===== config.mk =====
export PLATFORM = sky130hd
export DESIGN_NAME = alu_multicycle_flat
export DESIGN_NICKNAME = d
export VERILOG_FILES = /design/src/rtl/alu_multicycle_if.sv /design/src/rtl/alu_multicycle.sv /design/src/flat_wrapper.sv
export SDC_FILE = /design/constraint.sdc
export NUM_CORES = 1
export LEC_CHECK = 0
export CAP_MARGIN = 0
export CORE_MARGIN = 2
export CORE_UTILIZATION = 50
export CTS_CLUSTER_DIAMETER = 50
export DETAILED_ROUTE_END_ITERATION = 8
export MAX_ROUTING_LAYER = met4
export PLACE_DENSITY = 0.71
export REMOVE_ABC_BUFFERS = 1
export SLEW_MARGIN = 40
export SYNTH_ARGS = -nofsm -noshare
export SYNTH_HDL_FRONTEND = slang
export SYNTH_SLANG_ARGS = --single-unit

===== constraint.sdc =====
create_clock -name clk -period 10.1 [get_ports clk]
set_input_delay 1.515 -clock clk [delete_from_list [all_inputs] [get_ports clk]]
set_output_delay 1.515 -clock clk [all_outputs]
set_load 0.01 [all_outputs]

===== src/rtl/alu_multicycle_if.sv =====
// Operand/result handshake bundle between decode, the sequential ALU and write-back.
interface alu_multicycle_if #(
    parameter int WIDTH = 32,
    parameter int FUN_W = 4
);
    logic             in_valid;
    logic             in_ready;
    logic [WIDTH-1:0] aluA;
    logic [WIDTH-1:0] aluB;
    logic [FUN_W-1:0] alufun;
    logic             set_cc;
    logic             out_valid;
    logic             out_ready;
    logic [WIDTH-1:0] valE;
    logic             err;
    logic             cc_zf;
    logic             cc_sf;
    logic             cc_of;

    modport master (
        output in_valid, aluA, aluB, alufun, set_cc, out_ready,
        input  in_ready, out_valid, valE, err, cc_zf, cc_sf, cc_of
    );

    modport slave (
        input  in_valid, aluA, aluB, alufun, set_cc, out_ready,
        output in_ready, out_valid, valE, err, cc_zf, cc_sf, cc_of
    );
endinterface


===== src/rtl/alu_multicycle.sv =====
// Sequential execute-stage ALU: ADD/SUB/AND/XOR in one cycle, shift-add MUL in WIDTH+1.
// One operation in flight; result and flags held in DONE until out_ready.
module alu_multicycle #(
    parameter int WIDTH = 32,
    parameter int FUN_W = 4
) (
    input logic               clk,
    input logic               rst_n,
    alu_multicycle_if.slave   bus
);
    localparam int CNT_W = (WIDTH > 1) ? $clog2(WIDTH) : 1;

    localparam logic [FUN_W-1:0] FUN_ADD = FUN_W'(0);
    localparam logic [FUN_W-1:0] FUN_SUB = FUN_W'(1);
    localparam logic [FUN_W-1:0] FUN_AND = FUN_W'(2);
    localparam logic [FUN_W-1:0] FUN_XOR = FUN_W'(3);
    localparam logic [FUN_W-1:0] FUN_MUL = FUN_W'(4);

    typedef enum logic [1:0] {IDLE, BUSY, DONE} state_t;

    state_t           state, stateNext;
    logic             accept;
    logic             mulLast;
    logic [WIDTH-1:0] mulAcc, mulCand, mulPlier, mulSum;
    logic [CNT_W-1:0] mulCnt;
    logic             opSetCc;
    logic [WIDTH-1:0] opRes;
    logic             opOf;
    logic             opIllegal;
    logic [WIDTH-1:0] resReg;
    logic             errReg, zfReg, sfReg, ofReg;

    assign mulLast       = (mulCnt == CNT_W'(WIDTH - 1));
    assign bus.in_ready  = (state == IDLE);
    assign bus.out_valid = (state == DONE);
    assign bus.valE      = resReg;
    assign bus.err       = errReg;
    assign bus.cc_zf     = zfReg;
    assign bus.cc_sf     = sfReg;
    assign bus.cc_of     = ofReg;

    always_ff @(posedge clk or negedge rst_n) begin
        if (!rst_n) state <= IDLE;
        else        state <= stateNext;
    end

    always_comb begin
        stateNext = state;
        accept    = 1'b0;
        case (state)
            IDLE: if (bus.in_valid) begin
                accept    = 1'b1;
                stateNext = (bus.alufun == FUN_MUL) ? BUSY : DONE;
            end
            BUSY:    if (mulLast) stateNext = DONE;
            DONE:    if (bus.out_ready) stateNext = IDLE;
            default: stateNext = IDLE;
        endcase
    end

    // Single-cycle ops are evaluated straight off the operand bus at accept.
    always_comb begin
        opRes     = '0;
        opOf      = 1'b0;
        opIllegal = 1'b0;
        case (bus.alufun)
            FUN_ADD: begin
                opRes = bus.aluA + bus.aluB;
                opOf  = (bus.aluA[WIDTH-1] == bus.aluB[WIDTH-1]) &&
                        (opRes[WIDTH-1] != bus.aluA[WIDTH-1]);
            end
            FUN_SUB: begin
                opRes = bus.aluA - bus.aluB;
                opOf  = (bus.aluA[WIDTH-1] != bus.aluB[WIDTH-1]) &&
                        (opRes[WIDTH-1] != bus.aluA[WIDTH-1]);
            end
            FUN_AND: opRes = bus.aluA & bus.aluB;
            FUN_XOR: opRes = bus.aluA ^ bus.aluB;
            FUN_MUL: opRes = '0;
            default: opIllegal = 1'b1;
        endcase
        mulSum = mulAcc + (mulPlier[0] ? mulCand : '0);
    end

    always_ff @(posedge clk or negedge rst_n) begin
        if (!rst_n) begin
            resReg   <= '0;
            errReg   <= 1'b0;
            zfReg    <= 1'b1;
            sfReg    <= 1'b0;
            ofReg    <= 1'b0;
            opSetCc  <= 1'b0;
            mulAcc   <= '0;
            mulCand  <= '0;
            mulPlier <= '0;
            mulCnt   <= '0;
        end else if (accept) begin
            opSetCc  <= bus.set_cc;
            mulAcc   <= '0;
            mulCand  <= bus.aluA;
            mulPlier <= bus.aluB;
            mulCnt   <= '0;
            if (bus.alufun != FUN_MUL) begin
                resReg <= opRes;
                errReg <= opIllegal;
                if (bus.set_cc && !opIllegal) begin
                    zfReg <= (opRes == '0);
                    sfReg <= opRes[WIDTH-1];
                    ofReg <= opOf;
                end
            end else begin
                errReg <= 1'b0;
            end
        end else if (state == BUSY) begin
            // Multiplicand walks left while the multiplier bit under test walks right.
            mulAcc   <= mulSum;
            mulCand  <= mulCand << 1;
            mulPlier <= mulPlier >> 1;
            mulCnt   <= mulCnt + 1'b1;
            if (mulLast) begin
                resReg <= mulSum;
                if (opSetCc) begin
                    zfReg <= (mulSum == '0);
                    sfReg <= mulSum[WIDTH-1];
                    ofReg <= 1'b0;
                end
            end
        end
    end
endmodule


===== src/flat_wrapper.sv =====
// flat-port wrapper written by rule: the top's interface ports become plain ports
module alu_multicycle_flat 
#(
    parameter int WIDTH = 32,
    parameter int FUN_W = 4
)
  (clk, rst_n, bus_in_valid, bus_aluA, bus_aluB, bus_alufun, bus_set_cc, bus_out_ready, bus_in_ready, bus_out_valid, bus_valE, bus_err, bus_cc_zf, bus_cc_sf, bus_cc_of);
  alu_multicycle_if #(.WIDTH(WIDTH), .FUN_W(FUN_W)) bus_i ();
  input logic clk;
  input logic rst_n;
  input wire logic [$bits(bus_i.in_valid)-1:0] bus_in_valid;
  input wire logic [$bits(bus_i.aluA)-1:0] bus_aluA;
  input wire logic [$bits(bus_i.aluB)-1:0] bus_aluB;
  input wire logic [$bits(bus_i.alufun)-1:0] bus_alufun;
  input wire logic [$bits(bus_i.set_cc)-1:0] bus_set_cc;
  input wire logic [$bits(bus_i.out_ready)-1:0] bus_out_ready;
  output wire logic [$bits(bus_i.in_ready)-1:0] bus_in_ready;
  output wire logic [$bits(bus_i.out_valid)-1:0] bus_out_valid;
  output wire logic [$bits(bus_i.valE)-1:0] bus_valE;
  output wire logic [$bits(bus_i.err)-1:0] bus_err;
  output wire logic [$bits(bus_i.cc_zf)-1:0] bus_cc_zf;
  output wire logic [$bits(bus_i.cc_sf)-1:0] bus_cc_sf;
  output wire logic [$bits(bus_i.cc_of)-1:0] bus_cc_of;
  assign bus_i.in_valid = bus_in_valid;
  assign bus_i.aluA = bus_aluA;
  assign bus_i.aluB = bus_aluB;
  assign bus_i.alufun = bus_alufun;
  assign bus_i.set_cc = bus_set_cc;
  assign bus_i.out_ready = bus_out_ready;
  assign bus_in_ready = bus_i.in_ready;
  assign bus_out_valid = bus_i.out_valid;
  assign bus_valE = bus_i.valE;
  assign bus_err = bus_i.err;
  assign bus_cc_zf = bus_i.cc_zf;
  assign bus_cc_sf = bus_i.cc_sf;
  assign bus_cc_of = bus_i.cc_of;
  alu_multicycle #(.WIDTH(WIDTH), .FUN_W(FUN_W)) u_core (.clk(clk), .rst_n(rst_n), .bus(bus_i));
endmodule

[Word level (Yosys, flattened, before mapping)]
Index checks and enable logic that the tools add are counted.
Operators by class
  add/sub/neg operators: 4
  equality and inequality tests: 17
  muxes and demuxes: 42
  bitwise operators: 2
  reductions and logical operators: 14
Operators by type and width (number)
  32-bit 2-to-1 mux: 11
  32-bit case mux with 4 select lines: 1
  32-bit adder: 2
  32-bit zero test: 2
  32-bit AND: 1
  32-bit subtractor: 1
  32-bit bitwise XOR: 1
  1-bit 2-to-1 mux: 22
  5-bit 2-to-1 mux: 2
  4-bit by 2-bit == test with 1-bit output, second input constant: 2
  2-bit 2-to-1 mux: 4
  2-bit != test, second input constant: 4
  2-bit case mux with 3 select lines: 1
  3-bit AND reduction: 2
  2-bit nonzero test: 3
  5-bit by 1-bit adder with 5-bit output, second input constant: 1
  5-bit == test, second input constant: 1
  5-bit AND reduction: 1
  5-bit OR reduction: 1
  4-bit by 1-bit == test with 1-bit output, second input constant: 1
  4-bit by 3-bit == test with 1-bit output, second input constant: 1
  4-bit zero test: 1
  4-bit by 3-bit != test with 1-bit output, second input constant: 1
  1-bit logical AND: 3
  7 further kinds: 9
Word-level totals
  register bits after elaboration: 140
  input bits: 73
  output and inout bits: 38
  logic and storage cells: 90

[Depth between registers and ports, before layout]
Gate-level depths: netlist of the first run.
  word-level depth: 7
  depth in mapped cells: 15
  gate-level depth less buffers: 14

[Worst setup path before layout of the first run]
No wires, ideal clock.
  path type: input -> register
  start point: input port bus_aluB[0]
  end point: register u_core.zfReg (netlist: u_core.bus.cc_zf)
  setup time: 0.069 ns
  arrival: 4.160 ns
  setup slack: 5.871 ns
  stages on the path: 14
  cell sequence: ha_1 > inv_1 > fa_1 > o21bai_1 > o2111ai_1 > a311oi_2 > a211oi_2 > nor4_2 > o31ai_1 > a22oi_2 > o22ai_1 > nor4b_1 > nand4_1 > o21ai_2
On the way
  longest elaborated chain between the ends: 6
  elaborated cells on any way between the ends: 9
RTL lines
  start: declaration: line flat_wrapper.sv:13  | input wire logic [$bits(bus_i.aluB)-1:0] bus_aluB;
  32-bit subtractor (tied with other cells): line alu_multicycle.sv:73  | opRes = bus.aluA - bus.aluB;
  32-bit case mux with 4 select lines *: line alu_multicycle.sv:66  | case (bus.alufun)
  32-bit zero test *: line alu_multicycle.sv:107  | zfReg <= (opRes == '0);
  1-bit 2-to-1 mux *: line alu_multicycle.sv:106  | if (bus.set_cc && !opIllegal) begin
  1-bit 2-to-1 mux *: line alu_multicycle.sv:103  | if (bus.alufun != FUN_MUL) begin
  1-bit 2-to-1 mux *: line alu_multicycle.sv:97  | end else if (accept) begin
  end signal: assignment: line alu_multicycle.sv:107
  end signal: assignment: line alu_multicycle.sv:123  | zfReg <= (mulSum == '0);
  end: declaration: line alu_multicycle.sv:31  | logic errReg, zfReg, sfReg, ofReg;
Every way passes the cells marked *; elsewhere a longest branch is shown, timed or not. The select of a mux whose other input is x is not followed.
A chain may end at the register's enable or synchronous reset.

[Final worst setup path of the first run]
  start point: input port bus_aluB[13]
  end point: register u_core.zfReg (netlist: u_core.bus.cc_zf)
Same word-level chain as after synthesis.

==> impl_metrics.toml, run 1 <==
[sta]
slew_headroom_pct = 46.50
rsz0062_at_grt = "no"
period_needed_ps = 5082
finalHoldViolCount = 0
finalSetupViolations = 0
finClkSkew_ps = 16.23
slew_violations = 0
fmax_ghz = 0.1968
tns_ps = 0
tightest_slew_ps = 802.4
finalCritPeriodShare_pct = 50.32

[hold_path]
holdCritPathClass = "reg2reg"

[setup_path]
crit_fanout = 12
cp.arrival_ps = 5460
crit_buf_inv = 2
crit_chain = "clkdlybuf4s50_1 -> inv_1 -> ha_1 -> nand2_1 -> or4b_1 -> a21oi_1 -> nor2_1 -> o41ai_1 -> mux2i_1 -> o211ai_1 -> nor4_1 -> nand4_1 -> o21ai_2"
endpoint_kind = "flop"
crit_path_start_kind = "primary input"
worstPathRequired_ps = 10480
crit_type = "in2reg"
critPathMaxStageDelay_ps = 570
crit_path_top_delay_cell = "or4b_1"
critPathTopFamily = "simple AND/OR/NAND/NOR gates"

[cts]
h-tree-depth = 4
ctsHoldBuffers = 0
cts_buffers = 17
cts_tree = "built"
clk_latency_ps = 450
cts.sinks = 140
ctsResizeCount = 0
clock_path_buffers = 2
path_clk_slew_ps = 70
post_cts_buffers = 0
cts-root-buf = "clkbuf_16"

[detailed_routing]
drc = 0
postRouteAntennaNets = 0
wl_per_cell_um = 22.77
drt_iter0_markers = 1388
viasPerCell = 6.412
drt_wl_total_mm = 45.46
drt-pass1-iter-count = 6
vias = 12800

[pwr]
switchingPower_w = 0.001008
ir_drop_uv = 120.1
p_seq_share_pct = 35.3
leakage_nw = 6.386
p_int_w = 0.001371
power_frac_comb_pct = 37.0
clkPwrFrac_pct = 27.8
p_sw_share_pct = 42.37
p_per_area_mw_per_mm2 = 164.5

[cells_and_area]
num_antenna_cells = 0
drive_gt1_share_pct = 6.303
area_growth_syn_to_layout_pct = 15.12
final_net_count = 1826
nFillCells = 2325
final_area_mm2 = 0.01446

[logic_synthesis]
netlist_area_mm2 = 0.01256
yosys.area_share.simple_pct = 22.29
yosysSeqAreaShare_pct = 27.90
synth_cell_type_count = 102
ys_dominant_reg_cell = "dfrtp_1"
synth_xor_area_share_pct = 3.347
ys_ff_latch = 140
synth_fa_ha_area_share_pct = 10.14
synth_edf_count = 0
netlist_instances = 1606
avgSynthCellArea_um2 = 7.820
synth_warnings = 0
muxShareOfSynthArea_pct = 1.992
synth_top_family_by_area = "compound AO/OA/AOI/OAI gates"
synth_compound_area_share_pct = 28.80
async_flop_share_pct = 100.0

[floorplanning]
num_rows = 58
initial_core_util_pct = 50.46
core-area_mm2 = 0.02489
ios = 111
die-width_um = 162.5
die_y_um = 162.5
dieArea_mm2 = 0.02640

[global_route]
top_usage_layer = "met2"
grt_pass1_vias = 12000
grt_max_degree = 88
grt_pass1_wl_mm = 69.70
antenna_found_initial = 4
grtUsageMet2_pct = 50.50
met3_usage_pct = 8.683
gr-usage-all-layers_pct = 35.33
gr-total-overflow = 0
use_met1_pct = 49.86

[status]
status = "finished clean"

[placement]
io_buffers = 110
hpwl_mm = 34.44
placed_area_mm2 = 0.01384
gp_congestion = 1.002

[job]
drv_cap = 0
## kinds of logic after synthesis
group,after synthesis
and+or+nand+nor,589
adders and majority gates,100
DFF,140
xor gates and xnor gates,48
muxes,23
buffers and inverters,174
AOI/OAI and AO/OA,532
## cell type report
cell class / count / area (µm²) / area share, %
clock inverter: 14 / 147.6 / 1.021
sequential: 140 / 3506 / 24.25
multi-input combinational: 1292 / 8399 / 58.09
inverter: 75 / 281.5 / 1.947
tap: 330 / 412.9 / 2.856
timing repair buffer: 127 / 1272 / 8.801
clock buffer: 18 / 439.2 / 3.037
## registers in the layout, indices dropped and copies added (netlist names)
name,cells
u_core.bus.valE,32
u_core.mulAcc,32
u_core.mulCand,32
u_core.mulPlier,32
u_core.mulCnt,5
u_core.state,2
u_core.bus.cc_of,1
u_core.bus.cc_sf,1
u_core.bus.cc_zf,1
u_core.bus.err,1
u_core.opSetCc,1
## cells in the final DEF, fill, tap and decap left out, types with 6 or more instances in the layout
master,instances
xnor2_1,27
o211ai_1,21
a22oi_1,72
xor2_1,21
nand4_1,17
or3_1,9
clkdlybuf4s50_1,109
nor4_1,10
a221o_1,7
o22ai_1,9
o221ai_1,17
o21ai_1,9
nand2_1,260
mux2i_1,16
a31oi_1,17
and3_1,6
nand2b_1,16
o31ai_1,18
clkbuf_16,17
o21bai_1,17
inv_1,71
ha_1,97
nand3_1,58
nor2b_1,13
nor3_1,24
a211oi_1,14
o21a_1,6
buf_4,15
and2_1,39
o21ai_0,117
a21o_1,17
nor2_1,91
a221oi_1,10
a21oi_1,115
dfrtp_1,138
## power by group through the flow
| stage | clock [W] | sequential [W] | combinational (W) |
|---|---|---|---|
| 2_1_floorplan | 0 | 0.000777 | 0.000538 |
| 3_3_place_gp | 0 | 0.000839 | 0.000853 |
| 3_5_place_dp | 0 | 0.000840 | 0.000862 |
| 4_1_cts | 0.000665 | 0.000829 | 0.000868 |
| 5_1_grt | 0.000685 | 0.000848 | 0.000965 |
| 6_report | 0.000660 | 0.000839 | 0.000880 |
## worst reg2reg max path, delay by kind of cell (launching register included)
kind                       cells  cell delay, ps
and+or+nand+nor                9            2240
adders and majority gates      2             680
DFF                            1             620
AOI/OAI and AO/OA              3             600
## path summary, 6_finish.rpt
kind / startpoint / to / slack, ps / cells after the start
max: bus_aluB[13] / u_core.bus.cc_zf / 5020 / 13
min: u_core.mulPlier[27] / u_core.mulPlier[27] / 480 / 2
max reg2reg: u_core.mulPlier[0] / u_core.bus.cc_zf / 5900 / 14
min reg2reg: u_core.mulPlier[27] / u_core.mulPlier[27] / 480 / 2
max in group asynchronous: rst_n / u_core.bus.valE[8] / 7730 / 3
min in group asynchronous: rst_n / u_core.mulPlier[6] / 980 / 1
## cell usage after synthesis, drive strengths merged (21+ instances only)
master / instances / area share [%]
a22oi: 73 / 4.4
ha: 97 / 9.7
nand2: 262 / 7.8
nand3: 58 / 2.3
o21ai: 128 / 5.2
xnor2: 27 / 1.9
clkbuf: 69 / 2.1
xor2: 21 / 1.5
dfrtp: 139 / 28
a21oi: 117 / 4.7
nor3: 24 / 0.96
and2: 39 / 1.9
o211ai: 22 / 1.4
inv: 74 / 2.2
buf: 30 / 1.2
nor2: 95 / 2.9
## stage by stage
stage / std cells / setup slack (ps) / util (%) / hold WS [ps] / power [W]
floorplan: 1507 / 3994 / - / 446.3 / 0.001315
global placement: 1962 / 4712 / 55.44 / 458.4 / 0.001692
detailed placement: 1963 / 4668 / 55.60 / 464.1 / 0.001702
CTS: 1995 / 5113 / 57.96 / 479.7 / 0.002361
global route: 1996 / 4820 / 58.09 / 492.5 / 0.002499
finish: 1996 / 5018 / 58.09 / 479.2 / 0.002379
## per-layer routing
layer	up-vias	wire length [µm]
met4	0	985
met1	6196	20410
met5	-	0
li1	5957	-
met3	63	4598
met2	583	19460
Power figures use the tool's default switching activity.
==> run 2: changes to the inputs <==
PLACE_DENSITY = 0.73   (was 0.71)
clock period = 4.6 ns   (was 10.1 ns; I/O delays follow)
==> run 2 against run 1 <==
  * Final cell count increased by 2.8%
  * Cell area is 2.5% higher
  * Routed wire length grew 0.85%
  * Largest power group unchanged
==> impl_metrics.toml, run 2 (same netlist as run 1, synthesis figures left out) <==
[status]
status = "finished clean"

[global_route]
gr-usage-all-layers_pct = 35.74
grt_max_degree = 94
top_usage_layer = "met2"
use_met1_pct = 49.57
met3_usage_pct = 8.225
grt_pass1_vias = 12360
gr-total-overflow = 0
antenna_found_initial = 1
grt_pass1_wl_mm = 70.88
grtUsageMet2_pct = 52.46

[cells_and_area]
final_cell_mix = "nand2_1, dfrtp_1, o21ai_0, a21oi_1, clkdlybuf4s50_1"
final_net_count = 1881
layout_commonest_cell = "nand2_1"
fin_util_pct = 59.56
final_area_mm2 = 0.01482
area_growth_syn_to_layout_pct = 18.03
num_antenna_cells = 0
regArea_mm2 = 0.003505
drive_gt1_share_pct = 9.123
multiInputGateArea_mm2 = 0.008389
nFillCells = 2299

[pwr]
p_seq_share_pct = 34.6
ir_drop_uv = 217.1
switchingPower_w = 0.002208
p_sw_share_pct = 42.01
clkPwrFrac_pct = 27.0
power_frac_comb_pct = 38.4
p_int_w = 0.003048
p_per_area_mw_per_mm2 = 354.6
total_power_w = 0.005256
leakage_nw = 6.629

[sta]
fmax_ghz = 0.2423
finClkSkew_ps = 17.72
tightest_slew_ps = 767.5
finalSetupViolations = 0
finalCritPeriodShare_pct = 89.72
period_needed_ps = 4127
slew_violations = 0
holdWs_ps = 283.1
worst_slack_ps = 472.9
slew_headroom_pct = 48.83
finalHoldViolCount = 0
rsz0062_at_grt = "no"

[cts]
cts-root-buf = "clkbuf_16"
cts_buffers = 17
ctsResizeCount = 0
cts_tree = "built"
cts.sinks = 140
clk_latency_ps = 440
ctsHoldBuffers = 0
post_cts_buffers = 0
clock_path_buffers = 2
h-tree-depth = 4
path_clk_slew_ps = 70

[placement]
post-place-ws_ps = 77.67
placed_area_mm2 = 0.01425
hpwl_mm = 35.28
gp_congestion = 1.042
io_buffers = 110

[detailed_routing]
postRouteAntennaNets = 0
drt_iter0_markers = 1360
vias = 13040
drc = 0
wl_per_cell_um = 22.35
drt_wl_total_mm = 45.84
drt-pass1-iter-count = 5
viasPerCell = 6.357

[hold_path]
holdCritPathClass = "in2async"

[floorplanning]
die-width_um = 162.5
num_rows = 58
dieArea_mm2 = 0.02640
ios = 111
core-area_mm2 = 0.02489
die_y_um = 162.5
initial_core_util_pct = 50.46

[setup_path]
crit_chain = "clkdlybuf4s50_1 -> ha_1 -> inv_1 -> fa_1 -> o21bai_1 -> o2111ai_1 -> a311oi_2 -> a211oi_2 -> nor4_2 -> nor2_1 -> a31oi_1 -> nor4_1 -> nor4b_1 -> nand4_1 -> o21ai_2"
critPathMaxStageDelay_ps = 570
cp.arrival_ps = 4500
critPathTopFamily = "compound AO/OA/AOI/OAI gates"
crit_buf_inv = 2
crit_fanout = 6
crit_type = "in2reg"
crit_path_top_delay_cell = "clkdlybuf4s50_1"
endpoint_kind = "flop"
crit_path_start_kind = "primary input"
worstPathRequired_ps = 4970

[job]
drv_cap = 0
-- run 2: worst reg2reg max path: stages, from the launching register on --
cell and delay (ps):
dfrtp_1 480, buf_4 250, and2_1 170, ha_1 390, a2111oi_2 390, o21ai_0 170, a221oi_2 270, a31oi_1 180
a21oi_1 250, o21ai_1 110, a21boi_1 180, xor2_1 290, mux2i_1 490, a211oi_1 120, a21o_1 190
-- run 2: area by class of cell --
class	instances	share of cell area, %
inverter	75	1.899
tap	330	2.785
clock inverter	15	1.021
clock buffer	17	2.870
sequential	140	23.64
timing repair buffer	182	11.19
multi-input combinational	1292	56.59
-- run 2: path summary, 6_finish.rpt --
check	slack [ps]	from	cells past startpoint	end
hold reg to reg	480	u_core.mulPlier[12]	2	u_core.mulPlier[12]
max in group asynchronous	3370	rst_n	2	u_core.bus.cc_zf
setup reg to reg	550	u_core.mulPlier[0]	14	u_core.bus.cc_sf
min in group clk	480	u_core.mulPlier[12]	2	u_core.mulPlier[12]
setup / recovery	470	bus_aluB[0]	15	u_core.bus.cc_zf
hold / removal	280	rst_n	1	u_core.mulPlier[7]
-- run 2: power groups by stage --
| stage | sequential [W] | combinational (W) | clock (W) |
|---|---|---|---|
| detailed placement | 0.00182 | 0.00198 | 0 |
| finish | 0.00182 | 0.00202 | 0.00142 |
| global placement | 0.00182 | 0.00196 | 0 |
| CTS | 0.00180 | 0.00199 | 0.00144 |
| global route | 0.00184 | 0.00221 | 0.00148 |
| floorplan | 0.00171 | 0.00118 | 0 |
-- run 2: through the flow --
| step | setup TNS (ps) | instances |
|---|---|---|
| finish | 0 | 2051 |
| global route | 0 | 2051 |
| floorplan | -46910 | 1507 |
| global placement | 0 | 2019 |
| CTS | 0 | 2051 |
| detailed placement | 0 | 2019 |
-- run 2: layer usage --
layer	up-vias	part of all wire, %	routed length (µm)
li1	6070	-	-
met5	-	0	0
met1	6291	45	20560
met3	68	9.8	4475
met2	609	43	19730
met4	0	2.3	1076
